`config.mk`:
```
export PLATFORM = sky130hd
export DESIGN_NAME = demux_1n_stream
export DESIGN_NICKNAME = d
export VERILOG_FILES = /design/src/rtl/demux_1n_stream.sv
export SDC_FILE = /design/constraint.sdc
export NUM_CORES = 1
export LEC_CHECK = 0
export CORE_MARGIN = 3
export CORE_UTILIZATION = 35
export CTS_CLUSTER_DIAMETER = 200
export DETAILED_ROUTE_END_ITERATION = 8
export HOLD_SLACK_MARGIN = 0.15
export PLACE_DENSITY = 0.73
export SLEW_MARGIN = 20
export SYNTH_ARGS = -nofsm -noshare
export SYNTH_HDL_FRONTEND = slang
export SYNTH_SLANG_ARGS = --single-unit
```
`constraint.sdc`:
```
create_clock -name clk -period 2.8 [get_ports clk]
set_input_delay 0.84 -clock clk [delete_from_list [all_inputs] [get_ports clk]]
set_output_delay 0.84 -clock clk [all_outputs]
set_load 0.02 [all_outputs]
```
`src/rtl/demux_1n_stream.sv`:
```
// rtl/demux_1n_stream.sv - 1-to-N stream demultiplexer with per-channel holding registers
//
// Purpose: routes one input word stream to N output channels using a select,
// broadcast or rotate policy. Each channel has one holding register, and a channel
// can drain and reload in the same cycle.
//
// Ports:
//   clk       sole clock, rising edge
//   rst       synchronous active-high reset
//   e         active-low enable (1 blocks the input; drains continue)
//   mode      00 select, 01 broadcast, 10 rotate, 11 treated as select
//   s         channel select (select mode only)
//   i         input data
//   in_valid  input word present
//   in_ready  input word accepted this cycle (no path from in_valid or i)
//   y         channel k data on bits [k*WIDTH +: WIDTH]
//   y_valid   per-channel valid
//   y_ready   per-channel downstream ready
//   err       sticky flag: a select-mode word addressed a channel >= N
module demux_1n_stream #(
  parameter int WIDTH = 1,
  parameter int N     = 4,
  localparam int SW   = (N > 1) ? $clog2(N) : 1
) (
  input  logic             clk,
  input  logic             rst,
  input  logic             e,
  input  logic [1:0]       mode,
  input  logic [SW-1:0]    s,
  input  logic [WIDTH-1:0] i,
  input  logic             in_valid,
  output logic             in_ready,
  output logic [N*WIDTH-1:0] y,
  output logic [N-1:0]     y_valid,
  input  logic [N-1:0]     y_ready,
  output logic             err
);

  logic [WIDTH-1:0] data_q [N];
  logic [WIDTH-1:0] data_d [N];
  logic [N-1:0]     valid_q, valid_d;
  logic [SW-1:0]    ptr_q, ptr_d;
  logic             err_q, err_d;

  logic [N-1:0]     free;
  logic [N-1:0]     load;
  logic             free_sel;
  logic             free_ptr;
  logic             sel_in_range;
  logic             ready_int;
  logic             accept;

  always_comb begin
    // A channel is free if it is empty or is being drained at this edge.
    free         = ~valid_q | y_ready;
    sel_in_range = (int'(s) < N);

    // An out-of-range select has no target, so it never stalls the input.
    free_sel = 1'b1;
    free_ptr = 1'b0;
    for (int k = 0; k < N; k++) begin
      if (int'(s) == k) free_sel = free[k];
      if (int'(ptr_q) == k) free_ptr = free[k];
    end

    case (mode)
      2'b01:   ready_int = &free;
      2'b10:   ready_int = free_ptr;
      default: ready_int = free_sel;
    endcase

    in_ready = ~e & ready_int;
    accept   = in_valid & in_ready;

    load = '0;
    for (int k = 0; k < N; k++) begin
      case (mode)
        2'b01:   load[k] = accept;
        2'b10:   load[k] = accept & (int'(ptr_q) == k);
        default: load[k] = accept & (int'(s) == k);
      endcase
    end

    // A reload at the same edge as a drain keeps the channel valid.
    valid_d = load | (valid_q & ~y_ready);

    data_d = data_q;
    for (int k = 0; k < N; k++) begin
      if (load[k]) data_d[k] = i;
    end

    ptr_d = ptr_q;
    if (accept && (mode == 2'b10)) begin
      ptr_d = (int'(ptr_q) == N - 1) ? '0 : ptr_q + SW'(1);
    end

    err_d = err_q | (accept & (mode != 2'b01) & (mode != 2'b10) & ~sel_in_range);
  end

  always_ff @(posedge clk) begin
    if (rst) begin
      valid_q <= '0;
      data_q  <= '{default: '0};
      ptr_q   <= '0;
      err_q   <= 1'b0;
    end else begin
      valid_q <= valid_d;
      data_q  <= data_d;
      ptr_q   <= ptr_d;
      err_q   <= err_d;
    end
  end

  for (genvar g = 0; g < N; g++) begin : g_lane
    assign y[g*WIDTH +: WIDTH] = data_q[g];
  end

  assign y_valid = valid_q;
  assign err     = err_q;

endmodule

```
==> results.cfg, run 1 <==
[drt]
avgViaCountPerCell = 4.897
routedWlPerCell_um = 12.88
route.detailed.drc = 0
drt-initial-drc-count = 10
detailroute.via_count = 715
drt_wl_total_um = 1880
number_of_iterations_in_the_first_detailed_routing_pass = 4
route.antenna.remaining_nets = 0

[clocking]
cts-buffers-inserted = 3
cts_htree_levels = 1
clk_latency_ns = 0.27
cts_tree = done
cts_root_buf = sky130_fd_sc_hd__clkbuf_4
clock_tree.buffer_depth = 2
clkSlewWorstSetupHoldPaths_ns = 0.06
cts.sinks = 10

[critical_path]
worstSetupStartpointType = primary input
crit_path_max_incr_delay_ns = 0.25
r2r_end = ptr_q[0]
crit-reg2reg-launch = ptr_q[1]
reg2reg_setup_slack_ns = 0.21
critical-path-top-cell-by-count = sky130_fd_sc_hd__buf_6
maximum_fanout_encountered_on_the_critical_timing_path = 4
crit_path_top_delay_cell = sky130_fd_sc_hd__a221oi_2
cp_cell_sequence = buf_6 -> ha_4 -> and3b_1 -> a221oi_2 -> o21ai_1 -> o211a_1 -> buf_6
timing.critical_path.arrival_ns = 2.02
reg2reg_depth = 12
worstPathRequired_ns = 1.96
critPathKind = primary input to output pin
critPathCaptureType = output pin

[global_route]
antenna_found_initial = 0
groute.usage.overall_pct = 16.84
grt_start_max_net_pins = 14
grt_pass1_wl_um = 3256
global_route.overflow_total = 0
first_global_vias = 782

[final_layout]
area_delta_synth_final_pct = 65.31
final_antenna_diode_count = 0
layout.nets = 141
layout.cells.non_filler = 146
finish.utilization_pct = 64.19
post_route_cells_drive_above_1_share_pct = 41.32

[power]
power.leakage_nw = 0.5695
finalPower_mw = 0.3907
intPower_mw = 0.2899
ir_drop_uv = 223.7
clock_power_share_pct = 33.3
swShare_pct = 25.80
powerDensity_mw_per_mm2 = 334.4
combPwrFrac_pct = 28.3
p_sw_mw = 0.1008
power.share.sequential_pct = 38.4

[worst_hold_path]
worst_hold_launch = y[0]
holdPathStages = 2
min-delay-path-class = flop to flop
worstHoldEndpoint = y[0]

[timing]
timing.final.crit_period_ns = 2.859
fin_worst_hold_slack_ns = 0.4827
fmax_mhz = 349.8
slew_viol_final = 0
layout_setup_ws_ns = -0.05865
final_min_period_over_clock_period_pct = 102.1
final_hold_viol_count = 0
setup_viol = 1
grt_setup_unrepaired = true
fin_skew_ns = 0.005879

[place]
dpl.cell_count = 132
gpl.final_weighted_congestion = 0.7469
place.detailed.hpwl_um = 1327
pre_cts_ws_ns = -0.9049
buffer_ports.inserted = 21

[floorplan]
die_area_sq_mm = 0.002595
pin_count = 23
fp-row-count = 15
initial_utilization_pct = 38.83
chipWidth_um = 50.94
dieHeight_um = 50.94
placeableCoreArea_sq_mm = 0.001821

[run_status]
failed_checks = negative setup slack
run_status = complete, but fails checks

[synth]
syn-mean-instance-area_sq_um = 9.426
synth.yosys.warnings = 0
synth_seq_cells = 10
ys_seq_area_share_pct = 28.32
yosysUniqueCellTypes = 31
netlist_area_sq_um = 706.9
postSynthCellCount = 75
syn-num-nets = 94

[job]
number_of_maximum_capacitance_violations = 0
==> state kept, by name (all words and copies together) (netlist names) <==
signal and count:
y 4, ptr_q 2, y_valid 4
==> worst max-delay path by stage <==
stage | startpoint | to | slack, ns | cells past startpoint
after floorplan | mode[0] | in_ready | 0.02 | 7
final | mode[1] | in_ready | -0.06 | 7
after CTS | mode[1] | in_ready | -0.01 | 7
after global placement | mode[0] | in_ready | -0.85 | 8
after detailed placement | mode[0] | in_ready | -0.90 | 8
after global routing | mode[0] | in_ready | -0.15 | 8
==> cell usage after synthesis, drive strengths merged <==
library cell / number / area, sq um
nand2b: 13 / 103.9
dfxtp: 10 / 200.2
a21oi: 7 / 35.03
ha: 6 / 75.07
inv: 6 / 22.52
mux2i: 5 / 50.05
nand2: 5 / 26.27
o31ai: 3 / 27.52
buf: 2 / 18.77
nor2: 2 / 7.510
o21ai: 2 / 10.00
a221oi: 1 / 15.01
a22oi: 1 / 7.510
and2: 1 / 6.260
and3b: 1 / 8.760
clkbuf: 1 / 3.750
conb: 1 / 3.750
mux2: 1 / 15.01
mux4: 1 / 22.52
nand3: 1 / 5.000
nor2b: 1 / 6.260
nor3: 1 / 5.000
nor4b: 1 / 8.760
o2111a: 1 / 12.51
o211a: 1 / 10.01
==> cell usage in the layout, fill, tap and decap left out, types with 2 or more instances in the layout <==
| cell type | synthesis | final |
|---|---|---|
| sky130_fd_sc_hd__nand2b_1 | 10 | 8 |
| sky130_fd_sc_hd__ha_1 | 6 | 5 |
| sky130_fd_sc_hd__clkbuf_4 | 0 | 3 |
| sky130_fd_sc_hd__buf_6 | 1 | 3 |
| sky130_fd_sc_hd__o31ai_1 | 2 | 2 |
| sky130_fd_sc_hd__buf_4 | 1 | 23 |
| sky130_fd_sc_hd__nand2b_4 | 3 | 5 |
| sky130_fd_sc_hd__inv_1 | 5 | 4 |
| sky130_fd_sc_hd__dfxtp_1 | 10 | 10 |
| sky130_fd_sc_hd__a21oi_1 | 7 | 7 |
| sky130_fd_sc_hd__nand2_1 | 4 | 4 |
| sky130_fd_sc_hd__nor2_1 | 2 | 2 |
| sky130_fd_sc_hd__buf_2 | 0 | 4 |
| sky130_fd_sc_hd__mux2i_1 | 5 | 5 |
| sky130_fd_sc_hd__clkdlybuf4s50_1 | 0 | 12 |
==> worst max-delay path: cells and delay by family <==
| family | cells | cell delay [ns] |
|---|---|---|
| adders and majority gates | 1 | 0.16 |
| buffers and inverters | 2 | 0.24 |
| and+or+nand+nor | 1 | 0.17 |
| AOI/OAI and AO/OA | 3 | 0.62 |
==> power by group through the flow <==
stage	clock [mW]	combinational, mW	sequential [mW]
finish	0.130	0.110	0.150
global route	0.140	0.121	0.151
CTS	0.134	0.111	0.150
detailed placement	0	0.0914	0.153
global placement	0	0.0899	0.153
floorplan	0	0.0436	0.158
==> logic make-up (layout without fill, tap and decap cells) <==
group | Yosys count | count (layout) | share of synthesized area [%]
flops | 10 | 10 | 28.32
other cells | 1 | 1 | 0.5305
fa+ha+maj | 6 | 6 | 10.62
compound gates | 16 | 16 | 16.63
simple gates | 26 | 26 | 25.13
buf+inv | 9 | 55 | 6.371
mux | 7 | 7 | 12.39
==> stage by stage <==
| step | instance area [sq um] | TNS (ns) |
|---|---|---|
| after floorplan | 709.4 | 0 |
| after global placement | 1033 | -0.9607 |
| after detailed placement | 1033 | -1.251 |
| after CTS | 1176 | -0.01296 |
| after global routing | 1169 | -0.1517 |
| final | 1169 | -0.05865 |
==> cell type report <==
cell class	count	area [sq um]
fillers	165	651.9
multi-input cells	56	495.5
repair buffers	45	380.4
flip-flops and latches	10	200.2
clock buffers	4	36.28
well taps	25	31.28
inverters	6	25.02
==> layer usage <==
metal / track usage, % / share of wire [%] / vias to the layer above
li1: - / - / 353
met1: 17.35 / 42 / 331
met2: 30.90 / 52 / 25
met3: 3.790 / 4.5 / 6
met4: 9.417 / 2.2 / 0
met5: 0 / 0 / -
==> repair_timing <==
action / CTS / global route
endpoints found under the setup margin: 1 / 6
hold buffers: 0 / 0
buffers inserted: 11 / 0
pin swaps: 3 / 2
gates resized for setup: 40 / 0
Power figures use the tool's default switching activity.
==> run 2, diff against run 1 <==
--- a/config.mk
+++ b/config.mk
@@ -9,8 +9,10 @@
 export CORE_UTILIZATION = 35
 export CTS_CLUSTER_DIAMETER = 200
 export DETAILED_ROUTE_END_ITERATION = 8
+export DONT_BUFFER_PORTS = 1
 export HOLD_SLACK_MARGIN = 0.15
-export PLACE_DENSITY = 0.73
+export PLACE_DENSITY = 0.58
+export RECOVER_POWER = 50
 export SLEW_MARGIN = 20
 export SYNTH_ARGS = -nofsm -noshare
 export SYNTH_HDL_FRONTEND = slang
==> run 2 against run 1 <==
Compared with the run above: the flow now finishes without violations; critical path depth decreased by 1; utilization decreased by 22 points; final area decreased by 34%; via count decreased by 28%; global-route usage decreased by 5.2 points; first-iteration DRC count decreased by 90%; total power decreased by 15%.
==> results.cfg, run 2 (same netlist as run 1, synthesis figures left out) <==
[critical_path]
critPathCaptureType = output pin
reg2reg_depth = 8
cp_cell_sequence = inv_1 -> ha_2 -> and3b_1 -> a221oi_2 -> o21ai_1 -> o211a_1
crit_path_max_incr_delay_ns = 0.30
critPathKind = primary input to output pin
worstSetupStartpointType = primary input
endpoint = in_ready
crit-reg2reg-launch = ptr_q[0]
crit_path_top_delay_cell = sky130_fd_sc_hd__o211a_1
r2r_end = ptr_q[0]
timing.critical_path.arrival_ns = 1.88
maximum_fanout_encountered_on_the_critical_timing_path = 4
reg2reg_setup_slack_ns = 0.65
worstSetupStartpoint = mode[0]
worstPathRequired_ns = 1.96

[timing]
timing.final.crit_period_ns = 2.724
fmax_mhz = 367.1
fin_worst_hold_slack_ns = 0.5159
final_min_period_over_clock_period_pct = 97.30
final_hold_viol_count = 0
fin_skew_ns = 0.002314
final.setup.tns_ns = 0
slew_viol_final = 0
grt_setup_unrepaired = false
setup_viol = 0

[floorplan]
pin_count = 23
initial_utilization_pct = 38.83
dieHeight_um = 50.94
chipWidth_um = 50.94
die_area_sq_mm = 0.002595
placeableCoreArea_sq_mm = 0.001821
fp-row-count = 15

[global_route]
grt_pass1_wl_um = 2256
first_global_vias = 501
antenna_found_initial = 0
grt_start_max_net_pins = 14
groute.usage.overall_pct = 11.64
global_route.overflow_total = 0

[worst_hold_path]
min-delay-path-class = flop to flop

[drt]
detailroute.via_count = 513
number_of_iterations_in_the_first_detailed_routing_pass = 2
routedWlPerCell_um = 12.81
drt_wl_total_um = 1307
route.detailed.drc = 0
drt-initial-drc-count = 1
avgViaCountPerCell = 5.029
route.antenna.remaining_nets = 0

[final_layout]
finish.utilization_pct = 42.13
post_route_cells_drive_above_1_share_pct = 20.78
final_antenna_diode_count = 0
layout.cell_area.non_filler_sq_um = 767.0
layout_common_cells = 10 x sky130_fd_sc_hd__nand2b_1, 10 x sky130_fd_sc_hd__dfxtp_1, 7 x sky130_fd_sc_hd__a21oi_1
final.fill_count = 187
area_delta_synth_final_pct = 8.496
layout.nets = 97

[clocking]
cts_hold_buffers = 0
cts_tree = done
clkSlewWorstSetupHoldPaths_ns = 0.07
cts_resized = 0
cts.repair_timing.setup_buffer_count = 0
clk_latency_ns = 0.26
cts.sinks = 10
cts_root_buf = sky130_fd_sc_hd__clkbuf_4
clock_tree.buffer_depth = 2
cts-buffers-inserted = 3
cts_htree_levels = 1

[place]
gpl.final_weighted_congestion = 0.6875
place.detailed.hpwl_um = 1070
dpl_cell_area_sq_um = 725.7
buffer_ports.inserted = 0

[job]
number_of_maximum_capacitance_violations = 0

[power]
finalPower_mw = 0.3309
power.leakage_nw = 0.3569
powerDensity_mw_per_mm2 = 431.4
ir_drop_uv = 205.2

[run_status]
run_status = completed
run 2: metrics by stage:
stage	setup slack [ns]	std cells
after floorplan	0.01634	75
after global placement	0.1016	98
after detailed placement	0.08080	98
after CTS	0.07734	102
after global routing	0.01088	102
final	0.07570	102
run 2: worst min path at each step:
| stage | slack [ns] | from | cells past startpoint | endpoint |
|---|---|---|---|---|
| after global placement | 0.51 | ptr_q[1] | 2 | ptr_q[1] |
| after CTS | 0.52 | ptr_q[1] | 2 | ptr_q[1] |
| after global routing | 0.54 | ptr_q[1] | 2 | ptr_q[1] |
| after detailed placement | 0.51 | ptr_q[1] | 2 | ptr_q[1] |
| after floorplan | 0.48 | ptr_q[1] | 2 | ptr_q[1] |
| final | 0.52 | ptr_q[1] | 2 | ptr_q[1] |
run 2: critical path, delay by kind of cell:
| kind | cells | cell delay [ns] |
|---|---|---|
| compound gates | 3 | 0.66 |
| simple gates | 1 | 0.18 |
| fa+ha+maj | 1 | 0.19 |
| buf+inv | 1 | 0.02 |
run 2: power breakdown:
group / switching, mW / leakage [nW] / internal (mW)
clock network: 0.0499 / 0.0210 / 0.0789
logic: 0.0242 / 0.255 / 0.0227
registers: 0.00860 / 0.0810 / 0.147
run 2: layout make-up:
cell class | count | area, sq um | area share [%]
clock buffers | 4 | 36.28 | 4.731
inverters | 6 | 22.52 | 2.936
multi-input cells | 56 | 469.2 | 61.17
flip-flops and latches | 10 | 200.2 | 26.10
well taps | 25 | 31.28 | 4.078
repair buffers | 1 | 7.507 | 0.9788
run 2: layer usage:
layer | wire (um) | global-route usage (%)
met1 | 636 | 15.77
met2 | 562 | 15.24
met3 | 108 | 5.539
met4 | 0 | 5.381
met5 | 0 | 0
